**src/rtl/mc_controller.sv**
```systemverilog
// Multi-cycle MIPS-style control unit.
// Sequences fetch/decode/execute/memory/writeback states from the opcode and
// funct fields, and drives datapath enables, mux selects and the ALU op code.
// Optional feature: define MC_CTRL_IO_WAIT_EN to add I/O wait-state handling
// (is_io / io_ready inputs, IOWAIT state and a 16-cycle stall timeout).
module mc_controller (
    input  logic       clk,
    input  logic       reset_n,
    input  logic [5:0] op,
    input  logic [5:0] funct,
    input  logic       zero,
`ifdef MC_CTRL_IO_WAIT_EN
    input  logic       is_io,
    input  logic       io_ready,
`endif
    output logic       pc_en,
    output logic       ir_write,
    output logic       mem_write,
    output logic       reg_write,
    output logic       iord,
    output logic       reg_dst,
    output logic       mem_to_reg,
    output logic       alu_src_a,
    output logic [1:0] alu_src_b,
    output logic [1:0] pc_src,
    output logic [3:0] alu_ctrl,
    output logic       error,
    output logic [3:0] state
);

    typedef enum logic [3:0] {
        S_FETCH  = 4'd0,
        S_DECODE = 4'd1,
        S_MEMADR = 4'd2,
        S_MEMRD  = 4'd3,
        S_MEMWB  = 4'd4,
        S_MEMWR  = 4'd5,
        S_REX    = 4'd6,
        S_RWB    = 4'd7,
        S_BEQ    = 4'd8,
        S_AEX    = 4'd9,
        S_AWB    = 4'd10,
        S_JMP    = 4'd11
`ifdef MC_CTRL_IO_WAIT_EN
        ,
        S_IOWAIT = 4'd12
`endif
    } state_e;

    localparam logic [5:0] OP_RTYPE = 6'b000000;
    localparam logic [5:0] OP_LW    = 6'b100011;
    localparam logic [5:0] OP_SW    = 6'b101011;
    localparam logic [5:0] OP_BEQ   = 6'b000100;
    localparam logic [5:0] OP_ADDI  = 6'b001000;
    localparam logic [5:0] OP_J     = 6'b000010;

    localparam logic [3:0] ALU_ADD = 4'b0000;
    localparam logic [3:0] ALU_SUB = 4'b0010;
    localparam logic [3:0] ALU_AND = 4'b0100;
    localparam logic [3:0] ALU_OR  = 4'b0101;
    localparam logic [3:0] ALU_XOR = 4'b0110;
    localparam logic [3:0] ALU_NOR = 4'b0111;
    localparam logic [3:0] ALU_SLT = 4'b1010;

    // R-type funct decode; unknown codes fall back to add.
    function automatic logic [3:0] funct_to_alu(input logic [5:0] f);
        logic [3:0] a;
        case (f)
            6'b100000: a = ALU_ADD;
            6'b100010: a = ALU_SUB;
            6'b100100: a = ALU_AND;
            6'b100101: a = ALU_OR;
            6'b100110: a = ALU_XOR;
            6'b100111: a = ALU_NOR;
            6'b101010: a = ALU_SLT;
            default:   a = ALU_ADD;
        endcase
        return a;
    endfunction

    function automatic logic funct_legal(input logic [5:0] f);
        logic ok;
        case (f)
            6'b100000, 6'b100010, 6'b100100, 6'b100101,
            6'b100110, 6'b100111, 6'b101010: ok = 1'b1;
            default:                         ok = 1'b0;
        endcase
        return ok;
    endfunction

    state_e state_q, state_d;
    logic   error_q, error_d;
`ifdef MC_CTRL_IO_WAIT_EN
    logic [3:0] stall_cnt_q, stall_cnt_d;
`endif

    logic       pc_en_s, ir_write_s, mem_write_s, reg_write_s;
    logic       iord_s, reg_dst_s, mem_to_reg_s, alu_src_a_s;
    logic [1:0] alu_src_b_s, pc_src_s;
    logic [3:0] alu_ctrl_s;

    // State, sticky error and stall counter registers.
    always_ff @(posedge clk or negedge reset_n) begin
        if (!reset_n) begin
            state_q     <= S_FETCH;
            error_q     <= 1'b0;
`ifdef MC_CTRL_IO_WAIT_EN
            stall_cnt_q <= 4'd0;
`endif
        end else begin
            state_q     <= state_d;
            error_q     <= error_d;
`ifdef MC_CTRL_IO_WAIT_EN
            stall_cnt_q <= stall_cnt_d;
`endif
        end
    end

    // Next-state sequencing and error capture.
    always_comb begin
        state_d     = state_q;
        error_d     = error_q;
`ifdef MC_CTRL_IO_WAIT_EN
        stall_cnt_d = stall_cnt_q;
`endif
        case (state_q)
            S_FETCH:  state_d = S_DECODE;
            S_DECODE: begin
                case (op)
                    OP_LW, OP_SW: state_d = S_MEMADR;
                    OP_RTYPE:     state_d = S_REX;
                    OP_BEQ:       state_d = S_BEQ;
                    OP_ADDI:      state_d = S_AEX;
                    OP_J:         state_d = S_JMP;
                    default: begin
                        state_d = S_FETCH;
                        error_d = 1'b1;
                    end
                endcase
            end
            S_MEMADR: begin
                if (op == OP_SW) begin
                    state_d = S_MEMWR;
                end else begin
                    state_d = S_MEMRD;
                end
            end
`ifdef MC_CTRL_IO_WAIT_EN
            S_MEMRD: begin
                if (is_io && !io_ready) begin
                    state_d     = S_IOWAIT;
                    stall_cnt_d = 4'd0;
                end else begin
                    state_d = S_MEMWB;
                end
            end
            S_MEMWR: begin
                if (is_io && !io_ready) begin
                    state_d     = S_IOWAIT;
                    stall_cnt_d = 4'd0;
                end else begin
                    state_d = S_FETCH;
                end
            end
            // The held access is identified by the opcode still in IR.
            S_IOWAIT: begin
                if (io_ready || (stall_cnt_q == 4'd15)) begin
                    state_d     = (op == OP_SW) ? S_FETCH : S_MEMWB;
                    stall_cnt_d = 4'd0;
                    if (!io_ready) begin
                        error_d = 1'b1;
                    end else begin
                        error_d = error_q;
                    end
                end else begin
                    stall_cnt_d = stall_cnt_q + 4'd1;
                end
            end
`else
            S_MEMRD:  state_d = S_MEMWB;
            S_MEMWR:  state_d = S_FETCH;
`endif
            S_MEMWB:  state_d = S_FETCH;
            S_REX: begin
                if (funct_legal(funct)) begin
                    state_d = S_RWB;
                end else begin
                    state_d = S_FETCH;
                    error_d = 1'b1;
                end
            end
            S_RWB:    state_d = S_FETCH;
            S_BEQ:    state_d = S_FETCH;
            S_AEX:    state_d = S_AWB;
            S_AWB:    state_d = S_FETCH;
            S_JMP:    state_d = S_FETCH;
            default:  state_d = S_FETCH;
        endcase
    end

    // Moore output decode (BEQ pc_en follows zero, REX alu_ctrl follows funct).
    always_comb begin
        pc_en_s      = 1'b0;
        ir_write_s   = 1'b0;
        mem_write_s  = 1'b0;
        reg_write_s  = 1'b0;
        iord_s       = 1'b0;
        reg_dst_s    = 1'b0;
        mem_to_reg_s = 1'b0;
        alu_src_a_s  = 1'b0;
        alu_src_b_s  = 2'b00;
        pc_src_s     = 2'b00;
        alu_ctrl_s   = ALU_ADD;
        case (state_q)
            S_FETCH: begin
                ir_write_s  = 1'b1;
                pc_en_s     = 1'b1;
                alu_src_b_s = 2'b01;
            end
            S_DECODE: alu_src_b_s = 2'b11;
            S_MEMADR, S_AEX: begin
                alu_src_a_s = 1'b1;
                alu_src_b_s = 2'b10;
            end
            S_MEMRD: iord_s = 1'b1;
            S_MEMWB: begin
                reg_write_s  = 1'b1;
                mem_to_reg_s = 1'b1;
            end
            S_MEMWR: begin
                iord_s      = 1'b1;
                mem_write_s = 1'b1;
            end
`ifdef MC_CTRL_IO_WAIT_EN
            S_IOWAIT: begin
                iord_s      = 1'b1;
                mem_write_s = (op == OP_SW);
            end
`endif
            S_REX: begin
                alu_src_a_s = 1'b1;
                alu_ctrl_s  = funct_to_alu(funct);
            end
            S_RWB: begin
                reg_write_s = 1'b1;
                reg_dst_s   = 1'b1;
            end
            S_BEQ: begin
                alu_src_a_s = 1'b1;
                alu_ctrl_s  = ALU_SUB;
                pc_src_s    = 2'b01;
                pc_en_s     = zero;
            end
            S_AWB: reg_write_s = 1'b1;
            S_JMP: begin
                pc_src_s = 2'b10;
                pc_en_s  = 1'b1;
            end
            default: begin
                pc_en_s = 1'b0;
            end
        endcase
    end

    // Write enables are forced off while reset is held.
    assign pc_en      = pc_en_s & reset_n;
    assign ir_write   = ir_write_s & reset_n;
    assign mem_write  = mem_write_s & reset_n;
    assign reg_write  = reg_write_s & reset_n;
    assign iord       = iord_s;
    assign reg_dst    = reg_dst_s;
    assign mem_to_reg = mem_to_reg_s;
    assign alu_src_a  = alu_src_a_s;
    assign alu_src_b  = alu_src_b_s;
    assign pc_src     = pc_src_s;
    assign alu_ctrl   = alu_ctrl_s;
    assign error      = error_q;
    assign state      = state_q;

endmodule

```
**config.mk**
```make
export PLATFORM = sky130hd
export DESIGN_NAME = mc_controller
export DESIGN_NICKNAME = d
export VERILOG_FILES = /design/src/rtl/mc_controller.sv
export SDC_FILE = /design/constraint.sdc
export NUM_CORES = 1
export LEC_CHECK = 0
export BUFFER_PORTS_ARGS = -buffer_cell sky130_fd_sc_hd__buf_2
export CORE_AREA = 2 2 39 41
export CTS_CLUSTER_SIZE = 30
export DETAILED_ROUTE_END_ITERATION = 8
export DIE_AREA = 0 0 41 43
export GPL_TIMING_DRIVEN = 0
export HOLD_SLACK_MARGIN = 0.15
export PLACE_DENSITY = 0.8
export SLEW_MARGIN = 40
export SYNTH_ARGS = -nofsm -noshare
export SYNTH_HDL_FRONTEND = slang
export SYNTH_SLANG_ARGS = --single-unit
```
**constraint.sdc**
```tcl
create_clock -name clk -period 5.8 [get_ports clk]
set_clock_uncertainty 0.05 [all_clocks]
set_input_delay 0.87 -clock clk [delete_from_list [all_inputs] [get_ports clk]]
set_output_delay 0.87 -clock clk [all_outputs]
set_load 0.05 [all_outputs]
```
== Yosys cells after proc, flatten, opt, wreduce, memory -nomap -nowiden ==
Cells that the tools add are included.

* Bits of input ports: 15
* Register bits: 5
* Logic and storage cells: 64
* Output and inout port bits: 21

* Equality and inequality tests: 25
* Bitwise logic cells: 4
* Reductions and logical operators: 12
* Muxes and demuxes: 21

{| class="wikitable"
|+ Operators with widths
! cell !! number
|-
| $eq A6 B6 Y1 const B || 9
|-
| $pmux W4 S6 || 2
|-
| $pmux W4 S5 || 1
|-
| $eq A4 B3 Y1 const B || 4
|-
| $eq A4 B4 Y1 const B || 4
|-
| $mux W1 || 11
|-
| $eq A4 B2 Y1 const B || 2
|-
| $pmux W4 S2 || 1
|-
| $reduce_or A2 Y1 || 4
|-
| $reduce_or A7 Y1 || 1
|-
| $eq A6 B2 Y1 const B || 1
|-
| $eq A6 B3 Y1 const B || 1
|-
| $eq A6 B4 Y1 const B || 1
|-
| $logic_not A6 Y1 || 1
|-
| $mux W3 || 2
|-
| $pmux W2 S3 || 1
|-
| $reduce_or A6 Y1 || 1
|-
| $and A1 B1 Y1 || 4
|-
| $eq A4 B1 Y1 const B || 1
|-
| $logic_not A4 Y1 || 1
|-
| $ne A2 B2 Y1 const B || 2
|-
| $pmux W1 S2 || 2
|-
| $pmux W2 S2 || 1
|-
| $reduce_or A4 Y1 || 1
|-
| other kinds (3) || 3
|}

== Depth between registers and ports, before layout ==
* Depth after elaboration: 6
* Depth in mapped cells: 5
* Gate-level depth less buffers: 4

== Worst setup path before layout ==
Ideal clock, no wire load.

* Kind: flip-flop to output port
* Start point: reg state_q[2] (netlist: state[2])
* End point: out pc_en
* Buffers on the path: 1
* Data arrival time: 3.243 ns
* Setup slack: 1.637 ns
* Stages on the path, launching flop included: 5
* Cell sequence: dfrtp_1 > buf_6 > nor2_1 > nor4b_1 > o21bai_1

* Longest elaborated chain between the ends: 4
* Elaborated cells between the ends (all ways): 6

{| class="wikitable"
|+ RTL lines
! item !! RTL line !! source
|-
| from (decl) || 91 || <nowiki>state_e state_q, state_d;</nowiki>
|-
| from (signal assigned) || 111 || <nowiki>state_q <= state_d;</nowiki>
|-
| $eq A4 B4 Y1 or $logic_not A4 Y1 (tied branches) || 214 || <nowiki>case (state_q)</nowiki>
|-
| $reduce_or A2 Y1 (no line) || n/a ||
|-
| $pmux W1 S2 (*) || 214 ||
|-
| $and A1 B1 Y1 (*) || 266 || <nowiki>assign pc_en = pc_en_s & reset_n;</nowiki>
|-
| to (decl) || 16 || <nowiki>output logic pc_en,</nowiki>
|}

Every way passes the cells marked *; elsewhere a longest branch is shown, timed or not.

== Worst setup path after layout ==
* Start point: in funct[2]
* End point: out alu_ctrl[1]

* Longest elaborated chain between the ends: 3
* Elaborated cells between the ends (all ways): 8

{| class="wikitable"
|+ RTL lines
! item !! RTL line !! source
|-
| from (decl) || 10 || <nowiki>input logic [5:0] funct,</nowiki>
|-
| $eq A6 B6 Y1 || 68 || <nowiki>case (f)</nowiki>
|-
| $pmux W4 S6 (*) || 68 ||
|-
| $pmux W4 S2 (*) || 214 ||
|-
| to (decl) || 26 || <nowiki>output logic [3:0] alu_ctrl,</nowiki>
|}

Marked as above.

==> results.json <==
{
  "status": "finished, final reports clean",
  "num_rows": 14,
  "ys_ff_latch": 5,
  "holdBufCountCts": 0,
  "ir_drop_uv": 233,
  "drt_first_pass_iters": 4,
  "worst_pin_slew_ns": 0.660,
  "cp_slowest_cell": "a2111oi_0",
  "area_growth_pct": 38.5,
  "gp_congestion": 0.765,
  "p_leak_nw": 0.370,
  "synth-seq-area-share_pct": 22.3,
  "syn_inst": 76,
  "worstSkewPairLatency_ns": 0.24,
  "die_w_um": 41,
  "power_density_nw_per_um2": 462,
  "synth_area_um2": 562,
  "io_pins": 36,
  "grt_pass1_vias": 639,
  "cp.arrival_ns": 2.50,
  "wl_per_cell_um": 12.9,
  "slew_headroom_pct": 54.8,
  "ctsResizeCount": 0,
  "cp.required_ns": 4.88,
  "clkSinkCount": 5,
  "synth.distinct_cells": 35,
  "finalMaxSlewViolations": 0,
  "synth_area_per_cell_um2": 7.39,
  "syn-num-nets": 91,
  "start_kind": "input port",
  "die_area_um2": 1760,
  "drt_iter0_markers": 14,
  "crit_top_cell": "buf_2",
  "antenna_found_initial": 0,
  "grt_max_degree": 11,
  "cp-end-kind": "output port",
  "clock-root-buffer": "clkbuf_4",
  "path_cells": "buf_2 -> nand2b_1 -> a2111oi_0 -> nand2_1 -> o21bai_1 -> buf_2",
  "fin_crit_ns": 3.42,
  "path_class": "input port to output port",
  "hold_class": "input port to asynchronous set/reset pin",
  "wl_um": 1670,
  "cts_buffers": 3,
  "yosysWarnings": 0,
  "post-route-drc-count": 0,
  "setup_viol": 0,
  "fin_tns_setup_ns": 0,
  "htreeDepth": 1,
  "drive_gt1_share_pct": 37.7,
  "num-fill-cells": 136,
  "dp_hpwl_um": 1360,
  "groute.usage.overall_pct": 21.2,
  "hold_viol_final": 0,
  "cp_slowest_stage_delay_ns": 0.63,
  "fin_nets": 130,
  "start_util_pct": 40.6,
  "num_vias": 748,
  "io_buffers": 34,
  "crit_path_max_fanout": 5,
  "cts_setup_buffers": 0,
  "ant_nets": 0,
  "cap_violations": 0,
  "cts_tree": "yes",
  "die_height_um": 43,
  "period_share_pct": 59.0,
  "grt_overflow": 0,
  "cts.clk_slew.worst_paths_ns": 0.04,
  "clock.fmax_mhz": 292,
  "rsz0062_at_grt": "false",
  "cts_buffer_depth": 2,
  "grt_pass1_wl_um": 2580,
  "diodes": 0,
  "final_core_util_pct": 56.2,
  "core_area_um2": 1380,
  "vias_per_cell": 5.75
}
## through the flow
stage	power [W]	instance area, um^2	hold WS (ns)	worst slack [ns]	instances
after floorplan	0.000260	562	0.524	1.64	76
after global placement	0.000313	752	0.409	2.52	126
after detailed placement	0.000319	752	0.415	2.37	126
after CTS	0.000360	778	0.390	2.37	130
after global routing	0.000381	778	0.395	2.24	130
final	0.000360	778	0.387	2.38	130
## placed cells by master, fill, tap and decap left out, types with 2 or more instances in the layout
master | Yosys | layout
o211ai_1 | 2 | 2
nor4_1 | 2 | 2
nand2b_1 | 4 | 4
a31oi_1 | 2 | 2
o21ai_0 | 3 | 3
nand3_1 | 3 | 3
xnor2_1 | 2 | 2
nand4_1 | 2 | 2
dfrtp_1 | 5 | 5
nor2_1 | 10 | 10
nor4b_1 | 2 | 2
nor3_1 | 4 | 4
a21oi_1 | 5 | 5
nand2_1 | 3 | 3
inv_1 | 3 | 3
clkbuf_4 | 0 | 3
o21bai_1 | 2 | 2
buf_2 | 0 | 34
clkbuf_1 | 3 | 4
o31ai_1 | 2 | 2
## cells in the mapped netlist
| cell type | instances | area (um^2) |
|---|---|---|
| nand4_1 | 2 | 12.5 |
| o31ai_1 | 2 | 15.0 |
| nor3_1 | 4 | 20.0 |
| a31oi_1 | 2 | 12.5 |
| dfrtp_1 | 5 | 125 |
| and3_1 | 1 | 6.26 |
| buf_6 | 1 | 11.3 |
| o211ai_1 | 2 | 15.0 |
| o21ai_0 | 3 | 15.0 |
| inv_1 | 3 | 11.3 |
| a31o_1 | 1 | 8.76 |
| xor2_1 | 1 | 8.76 |
| nand2_1 | 3 | 11.3 |
| or2b_2 | 1 | 8.76 |
| or4_4 | 1 | 11.3 |
| xnor2_1 | 2 | 17.5 |
| nor2_1 | 10 | 37.5 |
| nand3_1 | 3 | 15.0 |
| nand4b_1 | 1 | 8.76 |
| mux2i_1 | 1 | 10.0 |
| nor4b_1 | 2 | 17.5 |
| and2_1 | 1 | 6.26 |
| nor2b_1 | 1 | 6.26 |
| nor4_1 | 2 | 12.5 |
| or2_2 | 1 | 6.26 |
| clkbuf_1 | 3 | 11.3 |
| and4b_1 | 1 | 10.0 |
| a2111oi_0 | 1 | 8.76 |
| or4b_4 | 1 | 13.8 |
| nand2b_1 | 4 | 25.0 |
| nor3b_1 | 1 | 7.51 |
| a21oi_1 | 5 | 25.0 |
| or3_2 | 1 | 7.51 |
| a21boi_0 | 1 | 7.51 |
| o21bai_1 | 2 | 15.0 |
## path summary, 6_finish.rpt
check,cells after the start,slack (ns),from,end
max,6,2.38,funct[2],alu_ctrl[1]
min,1,0.39,reset_n,state[0]
max reg2reg,3,3.88,state[3],error
min reg2reg,1,0.42,error,error
max in group asynchronous,1,5.18,reset_n,state[1]
min in group clk,1,0.42,error,error
## routing by layer
| layer | routed length [um] | track usage (%) |
|---|---|---|
| met3 | 124 | 4.71 |
| met2 | 893 | 38.8 |
| met1 | 638 | 22.4 |
| met4 | 14 | 6.00 |
| met5 | 0 | 0 |
## cells by family after synthesis
group / share of synthesized area (%)
multiplexers: 1.78
flip-flops: 22.3
buffers and inverters: 6.01
AO/OA/AOI/OAI: 21.8
XOR/XNOR: 4.68
AND/OR/NAND/NOR: 43.4
## power by group
group	internal (W)	switching, W	total [W]
sequential	0.0000436	0.0000112	0.0000548
clock	0.0000260	0.0000146	0.0000406
combinational	0.0000721	0.000192	0.000264
## flip-flops by register name, indices dropped and copies added, names as in the netlist
name,count
state,4
error,1
## worst max-delay path: cells and delay by family
kind / cells / cell delay, ns
and+or+nand+nor: 2 / 0.40
AOI/OAI and AO/OA: 2 / 0.82
buffers and inverters: 2 / 0.40
## cell type report
class	count	area (um^2)	area share, %
inverter	3	11.3	1.45
tap	16	20.0	2.57
multi-input combinational	64	403	51.8
buffer	4	22.5	2.89
timing repair buffer	34	170	21.9
sequential	5	125	16.1
clock buffer	4	26.3	3.38
Note: power is estimated with default switching activity, not from simulation.
